===== src/rtl/sb_cfg_pkg.sv =====
// Shared definitions for the shadow-configured corner switch block:
// mux select codes, configuration FSM states and chain-length helper.
package sb_cfg_pkg;

  localparam logic [1:0] SEL_OFF = 2'b00;
  localparam logic [1:0] SEL_PIN = 2'b01;
  localparam logic [1:0] SEL_TRK = 2'b10;
  localparam logic [1:0] SEL_RSV = 2'b11;

  typedef enum logic [1:0] {
    UNCFG    = 2'd0,
    SHIFTING = 2'd1,
    LOADED   = 2'd2,
    ACTIVE   = 2'd3
  } cfg_state_e;

  // Two code bits per mux, one mux per track on each of the two sides.
  function automatic int total_bits(input int chan_width);
    return 4 * chan_width;
  endfunction

endpackage


===== src/rtl/sb_track_mux.sv =====
// One routing output: selects off, grid pin or cross track from a 2-bit code.
module sb_track_mux
  import sb_cfg_pkg::*;
(
  input  logic [1:0] code,
  input  logic       pin,
  input  logic       track,
  output logic       route
);

  // The reserved code parks the output low, same as an explicit off.
  always_comb begin
    route = 1'b0;
    case (code)
      SEL_PIN: route = pin;
      SEL_TRK: route = track;
      SEL_OFF: route = 1'b0;
      SEL_RSV: route = 1'b0;
      default: route = 1'b0;
    endcase
  end

endmodule


===== src/rtl/sb_corner_shadow_cfg.sv =====
// Top-right corner switch block (bottom + left sides) with a shadow config
// chain that only reaches the live routing on a validated commit.
module sb_corner_shadow_cfg
  import sb_cfg_pkg::*;
#(
  parameter int CHAN_WIDTH = 9
) (
  input  logic                  prog_clk,
  input  logic                  prog_reset,
  input  logic                  ccff_head,
  input  logic                  cfg_en,
  input  logic                  cfg_commit,
  output logic                  ccff_tail,
  output logic                  cfg_loaded,
  output logic                  cfg_active,
  output logic                  cfg_err,
  input  logic [CHAN_WIDTH-1:0] chany_bottom_in,
  input  logic [CHAN_WIDTH-1:0] chanx_left_in,
  input  logic [CHAN_WIDTH-1:0] bottom_pin_in,
  input  logic [CHAN_WIDTH-1:0] left_pin_in,
  output logic [CHAN_WIDTH-1:0] chany_bottom_out,
  output logic [CHAN_WIDTH-1:0] chanx_left_out
);

  localparam int TOTAL_BITS = total_bits(CHAN_WIDTH);
  localparam int CNT_W      = $clog2(TOTAL_BITS + 1);
  localparam logic [CNT_W-1:0] CNT_FULL = CNT_W'(TOTAL_BITS);
  localparam logic [CNT_W-1:0] CNT_LAST = CNT_W'(TOTAL_BITS - 1);
  localparam logic [CNT_W-1:0] CNT_ONE  = CNT_W'(1);

  logic [0:TOTAL_BITS-1] chain;
  logic [0:TOTAL_BITS-1] active;
  logic [CNT_W-1:0]      count;
  logic                  overrun;
  cfg_state_e            state;

  assign ccff_tail = chain[TOTAL_BITS-1];

  // LOADED is held exactly while count==TOTAL_BITS with no overrun.
  assign cfg_loaded = (state == LOADED);

  // A commit in a shift cycle is refused but the shift still goes ahead;
  // a successful commit keeps the shadow so it can be re-committed later.
  always_ff @(posedge prog_clk) begin
    if (prog_reset) begin
      chain      <= '0;
      active     <= '0;
      count      <= '0;
      overrun    <= 1'b0;
      state      <= UNCFG;
      cfg_active <= 1'b0;
      cfg_err    <= 1'b0;
    end else begin
      cfg_err <= 1'b0;
      if (cfg_en) begin
        chain <= {ccff_head, chain[0:TOTAL_BITS-2]};
      end
      if (cfg_commit && !cfg_en) begin
        if (state == LOADED) begin
          active     <= chain;
          count      <= '0;
          overrun    <= 1'b0;
          cfg_active <= 1'b1;
          state      <= ACTIVE;
        end else begin
          cfg_err <= 1'b1;
        end
      end else if (cfg_en) begin
        cfg_err <= cfg_commit;
        if (count == CNT_FULL) begin
          overrun <= 1'b1;
          state   <= SHIFTING;
        end else begin
          count <= count + CNT_ONE;
          state <= (count == CNT_LAST) ? LOADED : SHIFTING;
        end
      end
    end
  end

  // Bottom track i crosses from left track i+1; left track i from bottom i-1.
  for (genvar i = 0; i < CHAN_WIDTH; i++) begin : g_track
    localparam int NEXT = (i + 1) % CHAN_WIDTH;
    localparam int PREV = (i + CHAN_WIDTH - 1) % CHAN_WIDTH;
    localparam int MB   = i;
    localparam int ML   = CHAN_WIDTH + i;

    sb_track_mux u_bottom (
      .code  ({active[2*MB], active[2*MB+1]}),
      .pin   (bottom_pin_in[i]),
      .track (chanx_left_in[NEXT]),
      .route (chany_bottom_out[i])
    );

    sb_track_mux u_left (
      .code  ({active[2*ML], active[2*ML+1]}),
      .pin   (left_pin_in[i]),
      .track (chany_bottom_in[PREV]),
      .route (chanx_left_out[i])
    );
  end

endmodule

===== config.mk =====
export PLATFORM = sky130hd
export DESIGN_NAME = sb_corner_shadow_cfg
export DESIGN_NICKNAME = d
export VERILOG_FILES = /design/src/rtl/sb_cfg_pkg.sv /design/src/rtl/sb_track_mux.sv /design/src/rtl/sb_corner_shadow_cfg.sv
export SDC_FILE = /design/constraint.sdc
export NUM_CORES = 1
export LEC_CHECK = 0
export ABC_CLOCK_PERIOD_IN_PS = 1900
export BUFFER_PORTS_ARGS = -buffer_cell sky130_fd_sc_hd__buf_4
export CORE_UTILIZATION = 55
export DETAILED_ROUTE_END_ITERATION = 12
export HOLD_SLACK_MARGIN = 0.15
export PLACE_DENSITY = 0.79
export SYNTH_ARGS = -nofsm -noshare
export SYNTH_HDL_FRONTEND = slang
export SYNTH_SLANG_ARGS = --single-unit

===== constraint.sdc =====
create_clock -name prog_clk -period 1.9 [get_ports prog_clk]
set_input_delay 0.095 -clock prog_clk [delete_from_list [all_inputs] [get_ports prog_clk]]
set_output_delay 0.095 -clock prog_clk [all_outputs]
set_load 0.01 [all_outputs]

# Word level (Yosys, flattened, before mapping)
# Index checks and enable logic that the tools add are counted.
[totals]
register_bits = 82
input_bits = 41
out_inout_bits = 22
wordCells = 138
[classes]
add_sub_neg = 1
eq_ne = 59
muxes = 30
n_reduce_logical = 42
[ops]
columns = ["operator", "n"]
rows = [
  ["$eq A2 B2 Y1 const B", 37],
  ["$pmux W1 S3", 18],
  ["$eq A2 B1 Y1 const B", 18],
  ["$logic_not A2 Y1", 18],
  ["$reduce_or A2 Y1", 18],
  ["$mux W6", 4],
  ["$eq A6 B6 Y1 const B", 2],
  ["$mux W2", 5],
  ["$add A6 B1 Y6 const B", 1],
  ["$ne A2 B2 Y1 const B", 2],
  ["$reduce_and A2 Y1", 2],
  ["$mux W1", 3],
  ["$reduce_and A3 Y1", 1],
  ["$reduce_bool A2 Y1", 1],
  ["$logic_and A1 B1 Y1", 1],
  ["$logic_not A1 Y1", 1],
]

# Depth between registers and ports, before layout
# Gate-level depths: netlist (run 1).
[depth]
word_depth = 5
depth_mapped = 6

# Hierarchy
# From an unflattened synthesis (run 1), not the netlist that was laid out.
[unflattened]
cells_unflattened = 377
hier_area_um2 = 3316.9
[by_module_without_submodules]
columns = ["mod", "n_inst", "cells_each", "area_each_um2", "seq_area_each_um2"]
rows = [
  ["sb_corner_shadow_cfg", 1, 323, 2956.6, 1641.6],
  ["sb_track_mux", 18, 3, 20.0, 0.0],
]

# Least setup slack after synthesis (run 1)
# OpenSTA, ideal clock, no wires.
[synth_timing]
kind = "register to register"
startpoint = "register count[3]"
endpoint = "register count[4]"
arrival_ns = 1.311
required_time_ns = 1.812
setup_slack_ns = 0.501
stages_incl_launch_ff = 5
path_buffers = 0
synth_period_minus_slack_ns = 1.399
path_cell_list = "dfxtp_1 or3b_4 a211oi_4 nor2_2 nor4_2"
[synth_via]
elab_chain_cells = 4
[synth_lines]
columns = ["element", "line_no", "rtl"]
rows = [
  ["from (decl)", "sb_corner_shadow_cfg.sv:33", "logic [CNT_W-1:0] count;"],
  ["from (signal assigned)", "sb_corner_shadow_cfg.sv:74", "count <= count + CNT_ONE;"],
  ["$add A6 B1 Y6", "sb_corner_shadow_cfg.sv:74", ""],
  ["$mux W6", "sb_corner_shadow_cfg.sv:70", "if (count == CNT_FULL) begin"],
  ["$mux W6", "sb_corner_shadow_cfg.sv:68", "end else if (cfg_en) begin"],
  ["$mux W6", "sb_corner_shadow_cfg.sv:58", "if (cfg_commit && !cfg_en) begin"],
]
# Parallel ways exist; a longest one is shown, timed or not. The select of a mux whose other input is x is not followed.
# A chain may end at the register's enable or synchronous reset.

# Worst setup path in the final report (run 1)
[layout_timing]
startpoint = "input port cfg_en"
endpoint = "register active[16] (netlist name)"
[layout_via]
elab_chain_cells = 3
[layout_lines]
columns = ["element", "line_no", "rtl"]
rows = [
  ["from (decl)", "sb_corner_shadow_cfg.sv:11", "input logic cfg_en,"],
  ["$logic_not A1 Y1", "sb_corner_shadow_cfg.sv:58", ""],
  ["$logic_and A1 B1 Y1", "sb_corner_shadow_cfg.sv:58", ""],
  ["$reduce_and A2 Y1 (no source line)", "-", ""],
  ["to (signal assigned)", "sb_corner_shadow_cfg.sv:60", "active <= chain;"],
  ["to (decl)", "sb_corner_shadow_cfg.sv:32", "logic [0:TOTAL_BITS-1] active;"],
]
# Every way passes these cells.

==> flow_summary_export.csv, run 1 <==
group,metric,value,unit
run_status,status,"complete, no violations",
yosys,async_flop_share,0,
global_route,grt_overflow,0,
yosys,synth_ff_type,"dfxtp_1",
global_route,grt_start_max_net_pins,59,
die,dieArea,6570,sq um
clocking,clock_sinks,82,
yosys,synth_area_leaders,"dfxtp_1 (48%), mux2i_1 (11%), nand2_1 (11%)",
global_route,grt_first_pass_wirelength,10100,um
pwr,leakage,1.58,nW
yosys,ys_ff_latch,82,
die,fp.dieH,81.0,um
yosys,yosysTopAreaCellShare,0.478,
yosys,synth_area,3440,sq um
yosys,synth_cells,407,
sta,setup_viol_count_final,0,
routing,drt_iter0_markers,99,
routing,totalWireLength,6390,um
sta,slew_headroom,0.620,
worst_setup_path,worstPathArrival,1.96,ns
clocking,root_buffer,"clkbuf_8",
routing,routedWlPerCell,12.1,um
global_route,grt_pass1_vias,2415,
die,ios,63,
worst_setup_path,r2r-end,"active[16]$_SDFFE_PP0P_",
clocking,clockBufferDepth,2,
min_path,hold_class,"input pin to register",
sta,rsz0062_at_grt,"no",
min_path,whs_endpoint,"chain[15]$_SDFFE_PP0P_",
sta,fin_crit,1.68,ns
yosys,synth-edff-count,0,
sta,tightest_slew,0.569,ns
sta,final.period_utilization,0.883,
placed_design,gp_congestion,0.788,
yosys,syn_avg_cell_area,8.44,sq um
sta,fin_setup_tns,0,ns
pwr,p_total,3.04,mW
clocking,cts_tree,"done",
sta,hold_violations,0,
yosys,ys_types,31,
yosys,synth.most_common_cell,"nand2_1",
worst_setup_path,startpoint,"cfg_en",
worst_setup_path,r2r_cells,4,
global_route,antenna_found_initial,0,
job,maxCapViolCount,0,
clocking,clkTransAtPathRegs,0.08,ns
routing,ant_nets,0,
die,num_rows,28,
worst_setup_path,r2r_slack,0.38,ns
final_layout,post-route-util,0.676,
clocking,htree_levels,3,
final_layout,drive_gt1_frac,0.203,
yosys,yosys_warnings,0,
die,initial_utilization,0.577,
min_path,min_path_cells,2,
die,die_w,81.0,um
clocking,clkLatencyLatePin,0.36,ns
yosys,synth_nets,450,
worst_setup_path,path_max_fanout,25,
clocking,cts_setup_buffers,0,
worst_setup_path,crit-reg2reg-launch,"state[0]$_SDFFE_PP0P_",
pwr,ir_drop,0.682,mV
placed_design,hpwl,4300,um
worst_setup_path,worstSetupEndpointType,"register",
sta,fmax,0.596,GHz
worst_setup_path,path_class,"input pin to register",
clocking,cts_buffers,9,
yosys,synth_area_leader_cell,"dfxtp_1",
die,core_region_area,5960,sq um
placed_design,postPlaceCellArea,3820,sq um
yosys,yosysSeqAreaShare,0.478,
yosys,synth_common_cells,"nand2_1 (98), dfxtp_1 (82), a21oi_1 (42), nor2_1 (41), mux2i_1 (37)",
sta,finClkSkew,0.0113,ns
min_path,worstHoldStart,"prog_reset",
routing,vias_per_cell,5.28,
worst_setup_path,start_kind,"input pin",
placed_design,portBuffers,62,
pwr,p_per_area,755,nW/um^2
final_layout,fin_area,4030,sq um
worst_setup_path,cp.required,2.18,ns
global_route,grt_usage,0.201,
routing,drt_pre_antenna_iters,4,
final_layout,final_nets,492,
routing,drc_errors,0,
final_layout,num_antenna_cells,0,
final_layout,syn2layout_area_growth,17.2,%
sta,finalMaxSlewViolations,0,
clocking,hold_buffers,3,
clocking,ctsResizeCount,0,
routing,vias,2792,
-- through the flow --
stage | worst slack, ns | hold slack [ns] | instances
after floorplan | 0.501 | 0.225 | 407
after global placement | 0.451 | 0.336 | 510
after detailed placement | 0.393 | 0.344 | 510
after CTS | 0.233 | 0.204 | 529
after global routing | 0.0916 | 0.236 | 529
final | 0.222 | 0.212 | 529
-- where the power goes --
part	leakage, nW	internal (mW)	switching, mW	total, mW
sequential	0.661	1.72	0.00875	1.73
combinational	0.845	0.0897	0.0763	0.166
clock	0.0741	0.480	0.663	1.14
total	1.58	2.29	0.748	3.04
-- critical path, cell delays in order --
cell and delay (ns):
dlygate4sd3_1 0.54, buf_4 0.21, and4bb_2 0.55, buf_4 0.34, nand2_1 0.08, a21oi_1 0.13
-- how the worst max path moves through the flow --
| stage | to | slack [ns] | cells after the start |
|---|---|---|---|
| floorplan | count[4]$_SDFFE_PP0P_ | 0.50 | 4 |
| global placement | active[20]$_SDFFE_PP0P_ | 0.45 | 4 |
| detailed placement | active[29]$_SDFFE_PP0P_ | 0.39 | 4 |
| CTS | active[29]$_SDFFE_PP0P_ | 0.23 | 6 |
| global route | active[13]$_SDFFE_PP0P_ | 0.09 | 6 |
| finish | active[16]$_SDFFE_PP0P_ | 0.22 | 6 |
-- cells by family after synthesis --
kind of cell	synth area share
xor+xnor	0.00255
simple gates	0.226
mux	0.108
flops	0.478
compound gates	0.107
fa+ha+maj	0.00728
buf+inv	0.0714
-- layout make-up --
type	count	area (sq um)
Inverter	3	11.3
Tap cell	75	93.8
Timing Repair Buffer	72	548
Fill cell	510	1930
Clock inverter	7	55.1
Clock buffer	9	124
Multi-Input combinational cell	281	1550
Sequential cell	82	1640
-- cell usage in the layout, fill, tap and decap left out, types with 2 or more instances in the layout --
master / count
ha_1: 2
clkinvlp_4: 5
o21ai_0: 19
nor2_1: 41
buf_4: 69
dlygate4sd3_1: 3
nand2_1: 98
or3_1: 2
nand3b_1: 18
dfxtp_1: 82
a21oi_1: 42
clkbuf_8: 9
nand3_1: 4
mux2i_1: 37
inv_1: 3
a31oi_1: 2
nand4_1: 2
-- state kept, by name, indices dropped and copies added, names as in the netlist --
| name | count |
|---|---|
| active | 36 |
| cfg_active | 1 |
| state | 2 |
| chain | 36 |
| count | 6 |
| cfg_err | 1 |
-- metal layers --
| metal | wire length, um | vias up | part of all wire | GRT usage |
|---|---|---|---|---|
| li1 | - | 1421 | - | - |
| met1 | 2910 | 1296 | 0.46 | 0.230 |
| met2 | 3070 | 65 | 0.48 | 0.350 |
| met3 | 269 | 10 | 0.042 | 0.0404 |
| met4 | 131 | 0 | 0.021 | 0.107 |
| met5 | 0 | - | 0 | 0 |
Power figures use the tool's default switching activity.
==> run 2, diff against run 1 <==
- ABC_AREA: default -> 1
==> run 2 against run 1 <==
Compared with the run above: routed wire length increased by 7.2%; power is 19% higher; die area is 0.32% higher; largest cell class unchanged; sequential share of layout area is 0.063 points lower; combinational power is 98% higher; utilization is 0.29 points lower; maximum frequency increased by 11%.
==> flow_summary_export.csv, run 2 <==
group,metric,value,unit
routing,vias,3041,
final_layout,final_nets,548,
placed_design,hpwl,4360,um
placed_design,portBuffers,62,
clocking,clkLatencyLatePin,0.35,ns
sta,fin_setup_tns,0,ns
sta,hold_violations,0,
yosys,synth_cells,468,
yosys,synth_area_leader_cell,"dfxtp_1",
final_layout,num_antenna_cells,0,
die,die_w,81.2,um
final_layout,stdcell_count,585,
final_layout,syn2layout_area_growth,17.0,%
pwr,leakage,1.77,nW
final_layout,final_cell_mix,"nor2_1 (121), dfxtp_1 (82), buf_4 (65), o21ai_0 (62), a21oi_1 (59)",
yosys,yosysSeqAreaShare,0.476,
yosys,yosys_warnings,0,
routing,drt_pre_antenna_iters,4,
worst_setup_path,cpLargestDelayFamily,"buffers and inverters",
worst_setup_path,cp_slowest_cell,"dlygate4sd3_1",
sta,finalMaxSlewViolations,0,
clocking,clockBufferDepth,2,
yosys,synth.most_common_cell,"nor2_1",
clocking,clkTransAtPathRegs,0.08,ns
die,fp.dieH,81.2,um
routing,totalWireLength,6850,um
sta,rsz0062_at_grt,"no",
routing,drt_iter0_markers,110,
global_route,grt_start_max_net_pins,42,
sta,fmax,0.663,GHz
final_layout,post-route-util,0.673,
worst_setup_path,worstPathArrival,1.79,ns
worst_setup_path,path_class,"input pin to register",
yosys,async_flop_share,0,
clocking,ctsResizeCount,0,
global_route,grt_first_pass_wirelength,11400,um
sta,final.period_utilization,0.794,
worst_setup_path,path_max_fanout,36,
die,ios,63,
clocking,clock_sinks,82,
job,maxCapViolCount,0,
sta,setup_viol_count_final,0,
die,initial_utilization,0.575,
sta,finClkSkew,0.00668,ns
sta,tightest_slew,0.478,ns
pwr,p_total,3.61,mW
yosys,synth_nets,511,
yosys,syn_avg_cell_area,7.37,sq um
global_route,grt_usage,0.225,
clocking,cts_setup_buffers,0,
routing,routedWlPerCell,11.7,um
clocking,root_buffer,"clkbuf_8",
yosys,ys_types,22,
worst_setup_path,cp.required,2.19,ns
worst_setup_path,start_kind,"input pin",
clocking,cts_buffers,9,
final_layout,fin_area,4030,sq um
worst_setup_path,path_common_cell,"buf_4",
global_route,grt_pass1_vias,2741,
worst_setup_path,worstSetupEndpointType,"register",
routing,vias_per_cell,5.20,
placed_design,dp.cells,565,
die,core_region_area,5990,sq um
routing,ant_nets,0,
die,num_rows,28,
global_route,grt_overflow,0,
yosys,synth_area,3450,sq um
yosys,yosysTopAreaCellShare,0.476,
placed_design,postPlaceCellArea,3760,sq um
run_status,status,"complete, no violations",
clocking,cts_tree,"done",
die,dieArea,6590,sq um
clocking,htree_levels,3,
worst_setup_path,slowest_delay,0.54,ns
worst_setup_path,crit_path_cell_trace,"dlygate4sd3_1 -> buf_4 -> nand2_2 -> inv_2 -> nand2_4 -> buf_4 -> o21ai_0 -> a21oi_1",
sta,fin_crit,1.51,ns
routing,drc_errors,0,
final_layout,top_regs,"active x36, chain x36, count x6",
sta,slew_headroom,0.681,
yosys,synth_common_cells,"nor2_1 (121), dfxtp_1 (82), o21ai_0 (62), a21oi_1 (59), nand2_1 (33)",
final_layout,drive_gt1_frac,0.176,
global_route,antenna_found_initial,0,
yosys,synth_ff_type,"dfxtp_1",
yosys,synth-edff-count,0,
yosys,ys_ff_latch,82,
worst_setup_path,crit_buf_inv,4,
yosys,synth_area_leaders,"dfxtp_1 (48%), nor2_1 (13%), o21ai_0 (9.0%)",
final_layout,final_common_cell,"nor2_1",
pwr,p_per_area,894,nW/um^2
min_path,hold_class,"input pin to register",
pwr,ir_drop,0.565,mV
placed_design,gp_congestion,0.793,
-- run 2: cell types whose count changed in the layout (fill, tap and decap cells not counted), moves of 4 or more --
cell,delta
nand3b_1,-18
mux2i_1,-37
nand2_1,-65
nor2_1,+80
o21ai_1,+13
nand3_1,+5
inv_1,+26
o21ai_0,+43
buf_4,-4
a21oi_1,+17
inv_2,+4
-- run 2: final cells by class --
| cell class | instances | area, sq um |
|---|---|---|
| Clock inverter | 5 | 83.8 |
| Multi-Input combinational cell | 309 | 1390 |
| Tap cell | 75 | 93.8 |
| Clock buffer | 11 | 151 |
| Timing Repair Buffer | 70 | 548 |
| Sequential cell | 82 | 1640 |
| Inverter | 33 | 124 |
| Fill cell | 544 | 1960 |
-- run 2: cell families (layout without fill, tap and decap cells) --
logic type / count (synthesis) / count (layout) / share of synthesized area
AND/OR/NAND/NOR: 170 / 170 / 0.195
flip-flops: 82 / 82 / 0.476
adder cells (fa/ha/maj): 2 / 2 / 0.00726
buffers and inverters: 77 / 119 / 0.120
XOR/XNOR: 1 / 1 / 0.00254
AO/OA/AOI/OAI: 136 / 136 / 0.199
-- run 2: power by group --
part | total [mW] | leakage (nW) | switching [mW] | internal [mW]
registers | 1.84 | 0.671 | 0.0507 | 1.79
logic | 0.329 | 0.984 | 0.173 | 0.156
clock network | 1.44 | 0.112 | 0.621 | 0.816
total | 3.61 | 1.77 | 0.844 | 2.76
-- run 2: path summary, 6_finish.rpt --
kind / slack, ns / depth (start not counted) / end / start
setup / recovery: 0.39 / 8 / active[5]$_SDFFE_PP0P_ / cfg_commit
hold / removal: 0.26 / 7 / count[3]$_SDFFE_PP0P_ / cfg_en
setup reg to reg: 0.42 / 6 / active[5]$_SDFFE_PP0P_ / state[1]$_SDFFE_PP0P_
hold reg to reg: 0.47 / 2 / active[3]$_SDFFE_PP0P_ / active[3]$_SDFFE_PP0P_
-- run 2: metrics by stage --
step / hold WS, ns / worst slack [ns]
4_1_cts: 0.257 / 0.398
3_5_place_dp: 0.330 / 0.445
3_3_place_gp: 0.320 / 0.481
5_1_grt: 0.316 / 0.256
6_report: 0.264 / 0.392
2_1_floorplan: 0.164 / 0.682
-- run 2: tightest hold or removal path: cells and delay by family --
kind | cells | cell delay [ns]
AND/OR/NAND/NOR | 3 | 0.15
AO/OA/AOI/OAI | 1 | 0.05
buffers and inverters | 3 | 0.26
-- run 2: what timing repair did --
| item | CTS | global route |
|---|---|---|
| hold buffers | 4 | 0 |
| endpoints found under the setup margin | 0 | 0 |
| endpoints found under the hold margin | 8 | 0 |
-- run 2: per-layer routing --
| metal | share of wire | wire, um | global-route usage | up-vias |
|---|---|---|---|---|
| li1 | - | - | - | 1569 |
| met1 | 0.44 | 3010 | 0.248 | 1383 |
| met2 | 0.48 | 3320 | 0.403 | 75 |
| met3 | 0.051 | 349 | 0.0427 | 14 |
| met4 | 0.025 | 172 | 0.125 | 0 |
| met5 | 0 | 0 | 0 | - |
==> run 3, diff against run 2 <==
- ABC_AREA: 1 -> 0
- ABC_CLOCK_PERIOD_IN_PS: 1900 -> 1480
- clock period: 1.9 -> 1.48 ns (I/O delays scaled with it)
==> run 3 against run 2 <==
Compared with the run above: utilization rose by 2.9 points; routed wire length fell by 5.1%; hold slack got worse by 0.043 ns; critical path depth fell by 4; cell area rose by 3.7%.
==> flow_summary_export.csv, run 3 (synthesis results as in run 1) <==
group,metric,value,unit
clocking,cts_tree,"done",
worst_setup_path,worstPathArrival,1.63,ns
sta,rsz0062_at_grt,"no",
clocking,clock_sinks,82,
final_layout,final_common_cell,"nand2_1",
placed_design,gp_congestion,0.703,
final_layout,syn2layout_area_growth,21.7,%
pwr,power_switching,0.917,mW
sta,slew_headroom,0.570,
worst_setup_path,path_max_fanout,3,
placed_design,hpwl,4340,um
final_layout,num_antenna_cells,0,
clocking,root_buffer,"clkbuf_8",
sta,fin_setup_tns,0,ns
final_layout,stdcell_count,537,
clocking,htree_levels,3,
global_route,grt_overflow,0,
final_layout,top_regs,"active x36, chain x36, count x6",
run_status,status,"complete, no violations",
final_layout,final_nets,500,
clocking,cts_buffers,9,
global_route,grt_start_max_net_pins,64,
sta,fin_crit,1.42,ns
routing,totalWireLength,6500,um
worst_setup_path,cp.required,1.69,ns
routing,ant_nets,0,
final_layout,drive_gt1_frac,0.225,
min_path,min_path_cells,2,
die,ios,63,
routing,vias_per_cell,5.18,
die,die_w,81.0,um
pwr,clkPwrFrac,0.447,
worst_setup_path,path_class,"register to register",
routing,drc_errors,0,
pwr,seqPwrFrac,0.503,
placed_design,portBuffers,62,
pwr,p_total,4.42,mW
final_layout,final_cell_mix,"nand2_1 (98), dfxtp_1 (79), buf_4 (76), a21oi_1 (42), nor2_1 (41)",
sta,fmax,0.706,GHz
sta,final.period_utilization,0.957,
die,initial_utilization,0.577,
global_route,grt_usage,0.209,
routing,drt_iter0_markers,145,
pwr,ir_drop,0.719,mV
pwr,switching_share,0.208,
job,maxCapViolCount,0,
worst_setup_path,start_kind,"register",
pwr,p_per_area,1060,nW/um^2
clocking,clkTransAtPathRegs,0.08,ns
routing,routedWlPerCell,12.1,um
placed_design,dp.cells,517,
worst_setup_path,worstSetupEndpointType,"register",
sta,setup_viol_count_final,0,
die,core_region_area,5960,sq um
routing,drt_pre_antenna_iters,4,
sta,tightest_slew,0.644,ns
die,dieArea,6570,sq um
clocking,clkLatencyLatePin,0.35,ns
die,num_rows,28,
sta,finalMaxSlewViolations,0,
sta,finClkSkew,0.00707,ns
global_route,antenna_found_initial,0,
routing,vias,2781,
worst_setup_path,r2r_cells,4,
min_path,hold_class,"input pin to register",
global_route,grt_pass1_vias,2436,
pwr,leakage,1.68,nW
die,fp.dieH,81.0,um
pwr,cellInternalPower,3.50,mW
global_route,grt_first_pass_wirelength,10600,um
pwr,p_comb_frac,0.050,
clocking,clockBufferDepth,2,
sta,hold_violations,0,
==> run 3: cell types whose count changed in the layout (fill, tap and decap cells not counted), sizes merged, moves of 5 or more <==
cell,previous run,this run
nand2,36,98
a21oi,59,42
nand3,9,4
mux2i,0,37
buf,66,77
o21ai,75,19
nor2,122,42
inv,34,3
nand3b,0,18
==> run 3: power groups by stage <==
stage,Clock [mW],Combinational (mW),Sequential [mW]
after floorplan,0,0.105,2.27
after global placement,0,0.209,2.28
after detailed placement,0,0.213,2.28
after CTS,2.00,0.220,2.22
after global routing,2.10,0.236,2.23
final,1.98,0.220,2.22
==> run 3: repair_timing <==
action,in CTS,in global routing
endpoints found under the hold margin,4,0
hold buffers,3,0
pin swaps,1,4
gates resized for setup,0,5
buffers inserted,0,1
endpoints found under the setup margin,1,4
==> run 3: metrics by stage <==
stage	cell area (sq um)	setup slack, ns	hold WS (ns)	util
floorplan	3440	0.0807	0.204	-
detailed placement	3880	-0.00201	0.317	0.652
finish	4180	0.0637	0.221	0.702
global route	4180	0.00251	0.234	0.702
CTS	4170	0.00310	0.215	0.699
global placement	3880	0.0284	0.313	0.652
==> run 3: path summary, 6_finish.rpt <==
path | slack (ns) | to | start
max reg2reg | 0.06 | state[0]$_SDFFE_PP0P_ | count[4]$_SDFFE_PP0P_
min | 0.22 | chain[0]$_SDFFE_PP0P_ | prog_reset
max | 0.06 | state[0]$_SDFFE_PP0P_ | count[4]$_SDFFE_PP0P_
min reg2reg | 0.47 | active[12]$_SDFFE_PP0P_ | active[12]$_SDFFE_PP0P_
==> run 3: layout make-up <==
type                            instances  area, sq um
Fill cell                             503         1770
Sequential cell                        82         1650
Inverter                                3         11.3
Multi-Input combinational cell        281         1560
Clock inverter                          6          114
Timing Repair Buffer                   80          621
Tap cell                               75         93.8
Clock buffer                           10          138
==> run 3: worst max-delay path, cell delays in order, from the launching register on <==
cell	delay (ns)
dfxtp_2	0.33
or3b_4	0.42
or3_4	0.38
o21ai_1	0.08
a21oi_1	0.07
==> run 3: layer usage <==
metal	GRT usage	wire (um)	up-vias
li1	-	-	1437
met1	0.240	2870	1275
met2	0.358	3270	63
met3	0.0719	295	6
met4	0.0750	54	0
met5	0	0	-
